<file path="config.mk">
export PLATFORM = sky130hd
export DESIGN_NAME = disp_arbiter
export DESIGN_NICKNAME = d
export VERILOG_FILES = /design/src/rtl/disp_pkg.sv /design/src/rtl/rr_pick.sv /design/src/rtl/disp_arbiter.sv
export SDC_FILE = /design/constraint.sdc
export NUM_CORES = 1
export LEC_CHECK = 0
export CORE_ASPECT_RATIO = 1.75
export CORE_MARGIN = 4
export CORE_UTILIZATION = 49
export CTS_BUF_LIST = sky130_fd_sc_hd__clkbuf_8
export DETAILED_ROUTE_END_ITERATION = 8
export GPL_ROUTABILITY_DRIVEN = 0
export HOLD_SLACK_MARGIN = 0.02
export PLACE_DENSITY_LB_ADDON = 0.08
export RECOVER_POWER = 25
export SLEW_MARGIN = 40
export SYNTH_ARGS = -nofsm -noshare
export SYNTH_HDL_FRONTEND = slang
export SYNTH_SLANG_ARGS = --single-unit
</file>
<file path="constraint.sdc">
create_clock -name clk -period 3.6 [get_ports clk]
set_input_delay 0.54 -clock clk [delete_from_list [all_inputs] [get_ports clk]]
set_output_delay 0.54 -clock clk [all_outputs]
set_load 0.02 [all_outputs]
</file>
<file path="src/rtl/disp_pkg.sv">
// Shared types and constants for the display arbiter: source count, FSM
// encoding and small helpers for one-hot grants and source data slicing.
package disp_pkg;

    localparam int N_SRC       = 4;
    localparam int SRC_W       = 16;
    localparam int IDX_W       = 2;
    localparam int CNT_W       = 16;
    localparam int DWELL_DEF   = 50000;

    typedef enum logic {
        IDLE = 1'b0,
        SHOW = 1'b1
    } state_t;

    function automatic logic [N_SRC-1:0] idx_onehot(input logic [IDX_W-1:0] idx);
        return N_SRC'(1) << idx;
    endfunction

    function automatic logic [SRC_W-1:0] src_slice(input logic [N_SRC*SRC_W-1:0] d,
                                                   input logic [IDX_W-1:0]       idx);
        return d[{idx, 4'b0000} +: SRC_W];
    endfunction

endpackage

</file>
<file path="src/rtl/rr_pick.sv">
// Combinational round-robin picker: first requester after i_cur, wrapping,
// with i_cur itself searched last.
module rr_pick
    import disp_pkg::*;
(
    input  logic [N_SRC-1:0] i_req,
    input  logic [IDX_W-1:0] i_cur,
    output logic [IDX_W-1:0] o_idx,
    output logic             o_found
);

    logic [IDX_W-1:0] w_cand;

    always_comb begin
        o_idx   = i_cur;
        o_found = 1'b0;
        w_cand  = i_cur;
        for (int k = 1; k <= N_SRC; k++) begin
            w_cand = IDX_W'(i_cur + IDX_W'(k));
            if (!o_found && i_req[w_cand]) begin
                o_idx   = w_cand;
                o_found = 1'b1;
            end
        end
    end

endmodule

</file>
<file path="src/rtl/disp_arbiter.sv">
// Time-sliced arbiter that hands a 4-digit hex display to one of four sources,
// rotating every DWELL cycles, with lock and immediate hand-off on request drop.
module disp_arbiter
    import disp_pkg::*;
#(
    parameter int unsigned DWELL = DWELL_DEF
) (
    input  logic                   clk,
    input  logic                   rst,
    input  logic [N_SRC-1:0]       req,
    input  logic [N_SRC*SRC_W-1:0] data,
    input  logic                   lock,
    output logic [SRC_W-1:0]       digit,
    output logic [N_SRC-1:0]       grant,
    output logic [IDX_W-1:0]       owner,
    output logic                   valid
);

    localparam logic [CNT_W-1:0] DWELL_M1 = CNT_W'(DWELL - 1);

    state_t           r_state;
    logic [CNT_W-1:0] r_cnt;
    logic [SRC_W-1:0] r_digit;
    logic [N_SRC-1:0] r_grant;
    logic [IDX_W-1:0] r_owner;
    logic             r_valid;

    logic [IDX_W-1:0] w_cur;
    logic [IDX_W-1:0] w_pick;
    logic             w_found;
    logic             w_expire;
    logic             w_own_req;
    logic             w_switch;

    // Searching from index 3 in IDLE turns the rotation order into lowest-index-first.
    assign w_cur     = (r_state == SHOW) ? r_owner : IDX_W'(N_SRC - 1);
    assign w_expire  = (r_cnt == DWELL_M1);
    assign w_own_req = req[r_owner];
    assign w_switch  = !w_own_req || (!lock && w_expire);

    rr_pick u_pick (
        .i_req   (req),
        .i_cur   (w_cur),
        .o_idx   (w_pick),
        .o_found (w_found)
    );

    always_ff @(posedge clk) begin
        if (rst) begin
            r_state <= IDLE;
            r_cnt   <= '0;
            r_digit <= '0;
            r_grant <= '0;
            r_owner <= '0;
            r_valid <= 1'b0;
        end else begin
            case (r_state)
                IDLE: begin
                    if (w_found) begin
                        r_state <= SHOW;
                        r_cnt   <= '0;
                        r_owner <= w_pick;
                        r_grant <= idx_onehot(w_pick);
                        r_valid <= 1'b1;
                        r_digit <= src_slice(data, w_pick);
                    end
                end
                SHOW: begin
                    if (!w_found) begin
                        r_state <= IDLE;
                        r_cnt   <= '0;
                        r_owner <= '0;
                        r_grant <= '0;
                        r_valid <= 1'b0;
                        r_digit <= '0;
                    end else if (w_switch) begin
                        // Dropped request or expiry share one pick; lock cannot hold a dropped owner.
                        r_cnt   <= '0;
                        r_owner <= w_pick;
                        r_grant <= idx_onehot(w_pick);
                        r_digit <= src_slice(data, w_pick);
                    end else begin
                        if (!lock)
                            r_cnt <= r_cnt + CNT_W'(1);
                        r_digit <= src_slice(data, r_owner);
                    end
                end
                default: begin
                    r_state <= IDLE;
                    r_cnt   <= '0;
                    r_owner <= '0;
                    r_grant <= '0;
                    r_valid <= 1'b0;
                    r_digit <= '0;
                end
            endcase
        end
    end

    assign digit = r_digit;
    assign grant = r_grant;
    assign owner = r_owner;
    assign valid = r_valid;

endmodule

</file>
* Word level (Yosys, flattened, before mapping)
Cells that the tools add are included.
** Storage, ports and cells
- Flip-flop bits (word level) :: 40
- Output and inout bits :: 23
- Word-level logic and storage cells :: 77
** Operators by class
- Add/subtract/negate cells :: 4
- Magnitude comparators :: 5
- Eq/ne operators :: 5
- Shift-type cells :: 3
- Muxes and demuxes :: 40
- Bitwise logic cells :: 1
- Reductions and logical operators :: 13
** Operators with widths (number)
- $shiftx A64 B7 Y16 :: 2
- $mux W16 :: 7
- $pmux W16 S2 :: 2
- $add A16 B1 Y16 const B :: 1
- $eq A16 B16 Y1 const B :: 1
- $mux W2 :: 8
- $lt A2 B3 Y1 const B :: 5
- $mux W1 :: 12
- $mux W4 :: 3
- $bmux W1 S2 :: 5
- $pmux W4 S2 :: 1
- $reduce_and A2 Y1 :: 3
- $logic_not A1 Y1 :: 5
- $add A2 B2 Y2 const B :: 2
- $logic_and A1 B1 Y1 :: 4
- $ne A2 B2 Y1 const B :: 2
- $ne A4 B3 Y1 const B :: 1
- $pmux W2 S2 :: 1
- $shl A1 B2 Y4 const A :: 1
- $ne A3 B2 Y1 const B :: 1
- $add A2 B1 Y2 const B :: 1
- $pmux W1 S2 :: 1
- $logic_or A1 B1 Y1 :: 1
- $not A1 Y1 :: 1

* Logic depth before layout (Yosys ltp)
Gate-level depths: netlist of the first run.
- Depth after elaboration :: 18
- Gate-level depth with buffers :: 12

* Hierarchy
A second synthesis of the first run with hierarchy kept.
** Second synthesis, totals
- Cells, all modules :: 288
- Area, all modules :: 2875.3 µm²
** Modules (own cells, without submodules)
- disp_arbiter :: instances 1, cells each 274, area an instance 2792.7 µm², sequential area each 800.8 µm²
- rr_pick :: instances 1, cells each 14, area an instance 82.6 µm², sequential area each 0.0 µm²

* Worst setup path before layout of the first run
No wires, ideal clock.
- Path kind :: input port to flip-flop
- Start :: input req[0]
- End :: register r_digit[10], in the netlist digit[10]
- Library setup time :: 92 ps
- Data arrival time :: 2850 ps
- Path slack :: 658 ps
- Cell stages on the path :: 11
- Cell sequence :: clkbuf_1 > nor4bb_1 > a211o_1 > nand2_1 > nor4_1 > ha_1 > clkbuf_1 > clkbuf_1 > clkbuf_1 > a21oi_1 > o32ai_1
** Between the ends
- Word-level cells in the longest chain between the ends :: 16
** Ends and longest elaborated chain
- start: declaration :: RTL line disp_arbiter.sv:10 : input logic [N_SRC-1:0] req,
- $bmux W1 S2 :: RTL line rr_pick.sv:20 : if (!o_found && i_req[w_cand]) begin
- $mux W1 (not written as such) :: RTL line rr_pick.sv:20
- $mux W1 :: RTL line rr_pick.sv:20
- $logic_not A1 Y1 :: RTL line rr_pick.sv:20
- $logic_and A1 B1 Y1 :: RTL line rr_pick.sv:20
- $mux W1 :: RTL line rr_pick.sv:20
- $logic_not A1 Y1 :: RTL line rr_pick.sv:20
- $logic_and A1 B1 Y1 :: RTL line rr_pick.sv:20
- $mux W1 :: RTL line rr_pick.sv:20
- $logic_not A1 Y1 :: RTL line rr_pick.sv:20
- $logic_and A1 B1 Y1 :: RTL line rr_pick.sv:20
- $mux W2 :: RTL line rr_pick.sv:20
- $shiftx A64 B7 Y16 :: RTL line disp_pkg.sv:22 : return d[{idx, 4'b0000} +: SRC_W];
- $mux W16 :: RTL line disp_arbiter.sv:76 : end else if (w_switch) begin
- $mux W16 :: RTL line disp_arbiter.sv:69 : if (!w_found) begin
- $pmux W16 S2 :: RTL line disp_arbiter.sv:57 : case (r_state)
- end signal: assignment :: RTL line disp_arbiter.sv:65 : r_digit <= src_slice(data, w_pick);
- end signal: assignment :: RTL line disp_arbiter.sv:81 : r_digit <= src_slice(data, w_pick);
- end signal: assignment :: RTL line disp_arbiter.sv:85 : r_digit <= src_slice(data, r_owner);
- end: declaration :: RTL line disp_arbiter.sv:23 : logic [SRC_W-1:0] r_digit;
Several ways; a longest one is shown, not always the timed one. The select of a mux whose other input is x is not followed.
A chain may end at the register's enable or synchronous reset.

* Worst setup path after layout of the first run
- Start :: register r_state
- End :: register r_digit[10], in the netlist digit[10]
** Between the ends
- Word-level cells in the longest chain between the ends :: 18
** Ends and longest elaborated chain
- start: declaration :: RTL line disp_arbiter.sv:21 : state_t r_state;
- start signal: assignment :: RTL line disp_arbiter.sv:50 : r_state <= IDLE;
- start signal: assignment :: RTL line disp_arbiter.sv:60 : r_state <= SHOW;
- start signal: assignment :: RTL line disp_arbiter.sv:70 : r_state <= IDLE;
- $mux W2 :: RTL line disp_arbiter.sv:36 : assign w_cur = (r_state == SHOW) ? r_owner : IDX_W'(N_SRC - 1);
- $add A2 B1 Y2 :: RTL line rr_pick.sv:19 : w_cand = IDX_W'(i_cur + IDX_W'(k));
- $bmux W1 S2 :: RTL line rr_pick.sv:20
- $mux W1 (not written as such) :: RTL line rr_pick.sv:20
- $mux W1 :: RTL line rr_pick.sv:20
- $logic_not A1 Y1 :: RTL line rr_pick.sv:20
- $logic_and A1 B1 Y1 :: RTL line rr_pick.sv:20
- $mux W1 :: RTL line rr_pick.sv:20
- [2 not listed]
- $mux W1 :: RTL line rr_pick.sv:20
- $logic_not A1 Y1 :: RTL line rr_pick.sv:20
- $logic_and A1 B1 Y1 :: RTL line rr_pick.sv:20
- $mux W2 :: RTL line rr_pick.sv:20
- $shiftx A64 B7 Y16 :: RTL line disp_pkg.sv:22
- $mux W16 :: RTL line disp_arbiter.sv:76
- $mux W16 :: RTL line disp_arbiter.sv:69
- $pmux W16 S2 :: RTL line disp_arbiter.sv:57
Several ways; a longest one is shown, not always the timed one. The select of a mux whose other input is x is not followed.

==> run metrics, run 1 <==
flops & latches, synth 40; commonest non-fill, non-tap cell in the layout clkdlybuf4s50_1; number of global-route vias before repair 3234; post-DR vias/cell 6.304; Hold Crit Depth 2; Crit Path Max Fanout 22; Routed Antenna Nets 0; area of the die 7587 um2; Reg clk slew, reported paths 0.08 ns; Synth async-reset ratio 0%; drt pass-1 iters 4; Net count, final 499; initial antenna violation count 0; Layout fillers 477; final hold violation count 0; Main synth FF type dfxtp_1; GRT Util Overall about a quarter; Core Box Area 5972 um2; Starting Density 50.97%; min Tclk post-route 3.124 ns; CTS-repair resized insts 0; port bufs 93; WHS Endpoint grant[2]$_SDFFE_PP0P_; share of cells above drive strength 1 12.21%; HPWL Detailed a little under 7000 um; Pleak 1.517 nW; R2R Setup Slk about 0.48 ns; top-area cell type share of the netlist area 26.30%; skew final 0.008160 ns; first-pass GRT wire length 14940 um; maximum vdd drop 0.2809 mV; Setup crit end kind flop; grt total ovfl 0; worst path arrival time 3.30 ns; reg2reg path depth 9; H-tree depth 2; slew margin rel. 56.37%; R2R Path Start r_state$_SDFF_PP0_; Synth area leader dfxtp_1; Avg Cell Area, Syn ~8.8 um2; f_max 320.1 MHz; num rows 37; count of unique library cells instantiated by Yosys between 50 and 60; unrepaired setup endpoints after global routing no; Post-synth EDFFs 0; WL/cell 18.33 um; count of inserted antenna diode cells 0; Worst EP required between 3 and 4 ns; Hold Path Class flop to flop; Yosys Warn Count 0; Die Ht 112.3 um; Slew @ Worst Pin 0.6473 ns; cells taking the most area after synthesis dfxtp_1 (26%), mux4_2 (13%), a211oi_1 (8.4%); sequential share of the synthesized area 26.30%; CTS Sinks 40; Clk Latency, worst-skew pair around 0.30 ns; drt drc 0; Vias 3177; Setup crit start kind flop; Pwr per Cell Area 514.7 nW/um2; pin count of the biggest net entering global routing 36; Die X about 68 um; pre-CTS setup slack 0.2031 ns; Root Buffer clkbuf_8; Post-CTS Setup Bufs 0; Final period util between 80 and 90%; most frequent cells in the layout clkdlybuf4s50_1 (78), dfxtp_1 (39), and3_1 (35), a211oi_1 (34), nor2_1 (32); post-synthesis cell count around 350; Hold Buf Count CTS 0; Worst Setup Path Type flop to flop; total I/O pin count 94; max-cap violation count 0; status completed; # setup viols final 0; setup TNS 0 ns; DRT Wirelength 9240 um; HP Start grant[2]$_SDFFE_PP0P_; synth-to-layout area growth 38.51%; final worst slack 0.4759 ns; 1st-iter DRT viols 131; cts bufs inserted 5; reg-to-reg endpoint digit[10]$_SDFFE_PP0P_; total nets after synthesis 419; final slew viol count 0; Clock Tree Buf Depth 2; CTS tree yes; Post-Syn Area about 3000 um2
-- critical path, cell delays in order (launching register included) --
cell	delay [ns]
dfxtp_1	0.64
nor4bb_1	0.47
a211o_1	0.19
nand2_1	0.10
nor4_1	0.40
ha_1	0.52
buf_4	0.34
nor3b_1	0.08
a21oi_1	0.15
o32ai_1	0.10
-- final cells by class --
| cell class | count | area (um2) | area share, % |
|---|---|---|---|
| multi-input cells | 269 | 2133 | 50.59 |
| repair buffers | 109 | 1051 | 24.93 |
| flip-flops and latches | 40 | 802.0 | 19.02 |
| well taps | 78 | 97.59 | 2.315 |
| clock buffers | 5 | 68.82 | 1.632 |
| clock inverters | 2 | 60.06 | 1.424 |
| inverters | 1 | 3.754 | 0.08902 |
-- flip-flops by register name, indices dropped and copies added (netlist names) --
name / count
digit: 16
grant: 4
owner: 2
r_cnt: 16
r_state: 1
valid: 1
-- worst max path at each step --
stage / start / to
after floorplan: req[0] / digit[10]$_SDFFE_PP0P_
after global placement: req[1] / r_cnt[15]$_SDFFE_PP0P_
after detailed placement: req[0] / digit[10]$_SDFFE_PP0P_
after CTS: r_state$_SDFF_PP0_ / digit[14]$_SDFFE_PP0P_
after global routing: r_state$_SDFF_PP0_ / r_cnt[14]$_SDFFE_PP0P_
final: r_state$_SDFF_PP0_ / digit[10]$_SDFFE_PP0P_
-- power breakdown --
part	internal (W)	leakage [nW]	switching [W]	total [W]
Clock	0.000273	0.0642	0.000161	0.000434
Sequential	0.000529	0.328	0.0000724	0.000602
Combinational	0.000547	1.12	0.000587	0.00113
Total	0.00135	1.52	0.000820	0.00217
-- logic make-up (layout without fill, tap and decap cells) --
group,after synthesis,count (layout),share of synthesized area (%)
AO/OA/AOI/OAI,93,93,22.93
flip-flops,40,40,26.31
AND/OR/NAND/NOR,135,135,25.73
adder cells (fa/ha/maj),2,2,0.8219
XOR/XNOR,16,16,4.604
multiplexers,23,23,14.55
buffers and inverters,37,117,5.056
-- synth_stat cells (all sizes together), types with 2 or more instances --
cell type / instances
a211oi: 34
a21oi: 18
a22o: 2
a22oi: 2
a32oi: 6
and2: 3
and3: 35
buf: 9
clkbuf: 27
dfxtp: 40
ha: 2
mux2i: 6
mux4: 17
nand2: 11
nand2b: 6
nand3: 8
nand4: 3
nor2: 33
nor2b: 2
nor3: 2
nor3b: 19
nor4b: 2
nor4bb: 2
o21bai: 3
o32ai: 16
or2: 2
or4: 2
xnor2: 7
xor2: 9
-- metal layers --
metal | vias up | part of all wire (%) | track usage [%]
met4 | 0 | 2.5 | 9.756
met3 | 18 | 5.7 | 5.405
met1 | 1527 | 40 | 28.68
met5 | - | 0 | 0
li1 | 1517 | - | -
met2 | 115 | 52 | 43.07
-- through the flow --
step	util, %	std cells	area, um2	hold slack, ns	power, W
floorplan	-	346	3044	0.4789	0.001326
global placement	67.88	496	4054	0.4720	0.001728
detailed placement	68.45	497	4088	0.4808	0.001759
CTS	70.61	504	4217	0.5037	0.002198
global route	70.61	504	4217	0.5319	0.002298
finish	70.61	504	4217	0.4922	0.002170
No activity file was read; power rests on OpenSTA's default activity.
==> run 2, diff against run 1 <==
CTS_CLUSTER_DIAMETER = 50   (was default)
==> results of run 2 <==
Final layout, timing and power as in run 1 (identical DEF).
==> run 3, diff against run 2 <==
ABC_AREA = 1   (was default)
CORE_UTILIZATION = 50   (was 49)
==> run metrics, run 3 <==
status completed (unchanged); f_max 338.5 MHz (was 320.1 MHz); drt pass-1 iters 5 (was 4); Layout fillers 639 (was 477); HPWL Detailed 8340 um (was 6814 um); Slew @ Worst Pin 0.6164 ns (was 0.6473 ns); max-cap violation count 0 (unchanged); CTS Sinks 40 (unchanged); Root Buffer clkbuf_8 (unchanged); top-area cell type share of the netlist area 23.42% (was 26.30%); Internal 0.001515 W (was 0.001350 W); Compound-Gate Fraction of Synth Area 20.75% (was 22.93%); unrepaired setup endpoints after global routing no (unchanged); count of inserted antenna diode cells 0 (unchanged); Hold Crit Depth 2 (unchanged); Setup crit start kind flop (unchanged); worst path cell trace buf_4 > nand3_1 > nand2_1 > nand2_1 > nand2_2 > nand4_4 > nand2_4 > nand2_1 > nand3_1 > nand2_1 > nand2_1 > nand2_1 > a21oi_2 (was nor4bb_1 > a211o_1 > nand2_1 > nor4_1 > ha_1 > buf_4 > nor3b_1 > a21oi_1 > o32ai_1); port bufs 93 (unchanged); Pwr per Cell Area 742.2 nW/um2 (was 514.7 nW/um2); Routed Antenna Nets 0 (unchanged); Post-CTS Setup Bufs 0 (unchanged); num rows 39 (was 37); mux share of post-synthesis cell area 0% (was 14.55%); Sequential Power Share 20.6% (was 27.7%); CP Buf/Inv Count 1 (unchanged); Main synth FF type dfxtp_1 (unchanged); post-synthesis cell count 576 (was 346); Hold Path Class flop to flop (unchanged); skew final 0.004635 ns (was 0.008160 ns); fraction of the mapped netlist area in adder cells 0.7318% (was 0.8220%); final hold violation count 0 (unchanged); final worst slack 0.6460 ns (was 0.4759 ns); Comb power frac 69.8% (was 52.3%); Setup crit end kind flop (unchanged); area of the die 8278 um2 (was 7587 um2); GRT Util Overall 27.72% (was 24.88%); Vias 4328 (was 3177); reg-to-reg endpoint digit[13]$_SDFFE_PP0P_ (was digit[10]$_SDFFE_PP0P_); final slew viol count 0 (unchanged); post-DR vias/cell 5.913 (was 6.304); Crit-path slowest cell dfxtp_1 (unchanged); WHS Endpoint digit[15]$_SDFFE_PP0P_ (was grant[2]$_SDFFE_PP0P_); Hold Buf Count CTS 0 (unchanged); drt drc 0 (unchanged); first-pass GRT wire length 19070 um (was 14940 um); share of cells above drive strength 1 7.692% (was 12.21%); # setup viols final 0 (unchanged); top-count cell post-synth nand2_1 (was dfxtp_1); slew margin rel. 58.85% (was 56.37%); family with the most delay on the worst path simple AND/OR/NAND/NOR gates (unchanged); grt total ovfl 0 (unchanged); R2R Path Start owner[1]$_SDFFE_PP0P_ (was r_state$_SDFF_PP0_); top post-synthesis cells by count nand2_1 (144), nand3_1 (78), o21ai_0 (68) (was dfxtp_1 (40), and3_1 (35), a211oi_1 (34)); worst path arrival time 3.19 ns (was 3.30 ns); commonest non-fill, non-tap cell in the layout nand2_1 (was clkdlybuf4s50_1); Synth async-reset ratio 0% (unchanged); Avg Cell Area, Syn 5.937 um2 (was 8.798 um2); R2R Setup Slk 0.65 ns (was 0.48 ns); Synth area leader dfxtp_1 (unchanged); Post-Syn Area 3420 um2 (was 3044 um2); sequential share of the synthesized area 23.42% (was 26.30%); Crit Path Max Fanout 35 (was 22); Clock power frac 9.6% (was 20.0%); pre-CTS setup slack 0.6034 ns (was 0.2031 ns); Die Ht 117.4 um (was 112.3 um); setup TNS 0 ns (unchanged); flops & latches, synth 40 (unchanged); Worst Setup Path Type flop to flop (unchanged); simple-gate share of the synthesized area 42.11% (was 25.73%); 1st-iter DRT viols 271 (was 131); XOR/XNOR Fraction of Synth Area 1.025% (was 4.603%); Final period util 82.06% (was 86.78%); cells taking the most area after synthesis dfxtp_1 (23%), nand2_1 (16%), nand3_1 (11%) (was dfxtp_1 (26%), mux4_2 (13%), a211oi_1 (8.4%)); DRT Wirelength 11450 um (was 9240 um); Post-synth EDFFs 0 (unchanged); Starting Density 51.91% (was 50.97%); Die X 70.52 um (was 67.58 um); maximum vdd drop 0.3513 mV (was 0.2809 mV); count of unique library cells instantiated by Yosys 38 (was 54); Sw Pwr 0.001748 W (was 0.0008204 W); synth-to-layout area growth 28.54% (was 38.51%); cts bufs inserted 5 (unchanged); CTS-repair resized insts 0 (unchanged); Sw Share 53.57% (was 37.80%); Crit path largest cell delay 0.64 ns (about the same); min Tclk post-route 2.954 ns (was 3.124 ns); HP Start digit[15]$_SDFFE_PP0P_ (was grant[2]$_SDFFE_PP0P_); Net count, final 722 (was 499); Core Box Area 6588 um2 (was 5972 um2); pin count of the biggest net entering global routing 36 (unchanged); total I/O pin count 94 (unchanged); largest family of logic cells by synthesized area simple AND/OR/NAND/NOR gates (unchanged); Worst EP required 3.83 ns (was 3.77 ns); H-tree depth 2 (unchanged); Pleak 1.914 nW (was 1.517 nW); Clk Latency, worst-skew pair 0.30 ns (about the same); Yosys Warn Count 0 (unchanged); CP most frequent cell nand2_1; CTS tree yes (unchanged); initial antenna violation count 0 (unchanged); most frequent cells in the layout nand2_1 (144), nand3_1 (78), clkdlybuf4s50_1 (78), o21ai_0 (68) (was clkdlybuf4s50_1 (78), dfxtp_1 (39), and3_1 (35), a211oi_1 (34), nor2_1 (32)); number of global-route vias before repair 4225 (was 3234); reg2reg path depth 13 (was 9); WL/cell 15.64 um (was 18.33 um); Reg clk slew, reported paths 0.08 ns (about the same); total nets after synthesis 649 (was 419); Clock Tree Buf Depth 2 (unchanged)
[run 3: changes by cell type after synthesis, sizes merged, moves of 13 or more]
cell / change
a211oi: -34
o22ai: +13
a21oi: +19
clkbuf: -13
and3: -34
nand3: +78
o21ai: +69
nand2: +147
inv: +52
o32ai: -16
mux4: -17
nor2: +20
nor3b: -19
[run 3: final cells by class]
type	count	area, um2	share of cell area [%]
multi-input combinational	447	2210	50.27
timing repair buffer	100	983.4	22.37
sequential	40	800.8	18.22
inverter	55	209.0	4.754
tap	82	102.6	2.334
clock buffer	6	82.58	1.879
clock inverter	2	7.507	0.1708
[run 3: worst max path at each step]
stage,startpoint,end,slack [ns],cells past startpoint
after floorplan,owner[0]$_SDFFE_PP0P_,r_cnt[15]$_SDFFE_PP0P_,1.19,14
after global placement,req[1],digit[14]$_SDFFE_PP0P_,0.67,14
after detailed placement,req[1],digit[3]$_SDFFE_PP0P_,0.60,13
after CTS,owner[1]$_SDFFE_PP0P_,digit[2]$_SDFFE_PP0P_,0.76,13
after global routing,owner[1]$_SDFFE_PP0P_,digit[13]$_SDFFE_PP0P_,0.39,14
final,owner[1]$_SDFFE_PP0P_,digit[13]$_SDFFE_PP0P_,0.65,13
[run 3: power by group through the flow]
stage | Clock, W | Combinational [W] | Sequential (W)
6_report | 0.000314 | 0.00228 | 0.000672
5_1_grt | 0.000331 | 0.00254 | 0.000682
4_1_cts | 0.000314 | 0.00228 | 0.000672
3_5_place_dp | 0 | 0.00228 | 0.000679
3_3_place_gp | 0 | 0.00223 | 0.000678
2_1_floorplan | 0 | 0.00161 | 0.000756
[run 3: worst register-to-register path: stages (launching register included)]
cell	delay, ns
dfxtp_1	0.64
buf_4	0.29
nand3_1	0.09
nand2_1	0.16
nand2_1	0.10
nand2_2	0.11
nand4_4	0.45
nand2_4	0.54
nand2_1	0.11
nand3_1	0.11
nand2_1	0.06
nand2_1	0.05
nand2_1	0.07
a21oi_2	0.11
[run 3: metrics by stage]
step	cell area (um2)	hold WS, ns	instances	utilization (%)	power (W)
global placement	4305	0.4529	724	65.36	0.002912
floorplan	3420	0.4375	576	-	0.002370
finish	4395	0.4699	732	66.72	0.003262
global route	4395	0.5002	732	66.72	0.003558
CTS	4395	0.4698	732	66.72	0.003268
detailed placement	4305	0.4588	724	65.36	0.002955
[run 3: logic make-up (layout without fill, tap and decap cells)]
group                      after synthesis  count (layout)
and+or+nand+nor                        313             313
AOI/OAI and AO/OA                      128             128
buffers and inverters                   89             163
DFF                                     40              40
xor gates and xnor gates                 4               4
adders and majority gates                2               2
[run 3: routing by layer]
metal	routed length, um	vias to the layer above	GRT usage, %
met1	3954	1992	28.32
met2	6037	219	51.47
met5	0	-	0
met4	714	0	16.19
li1	-	2058	-
met3	744	59	3.938
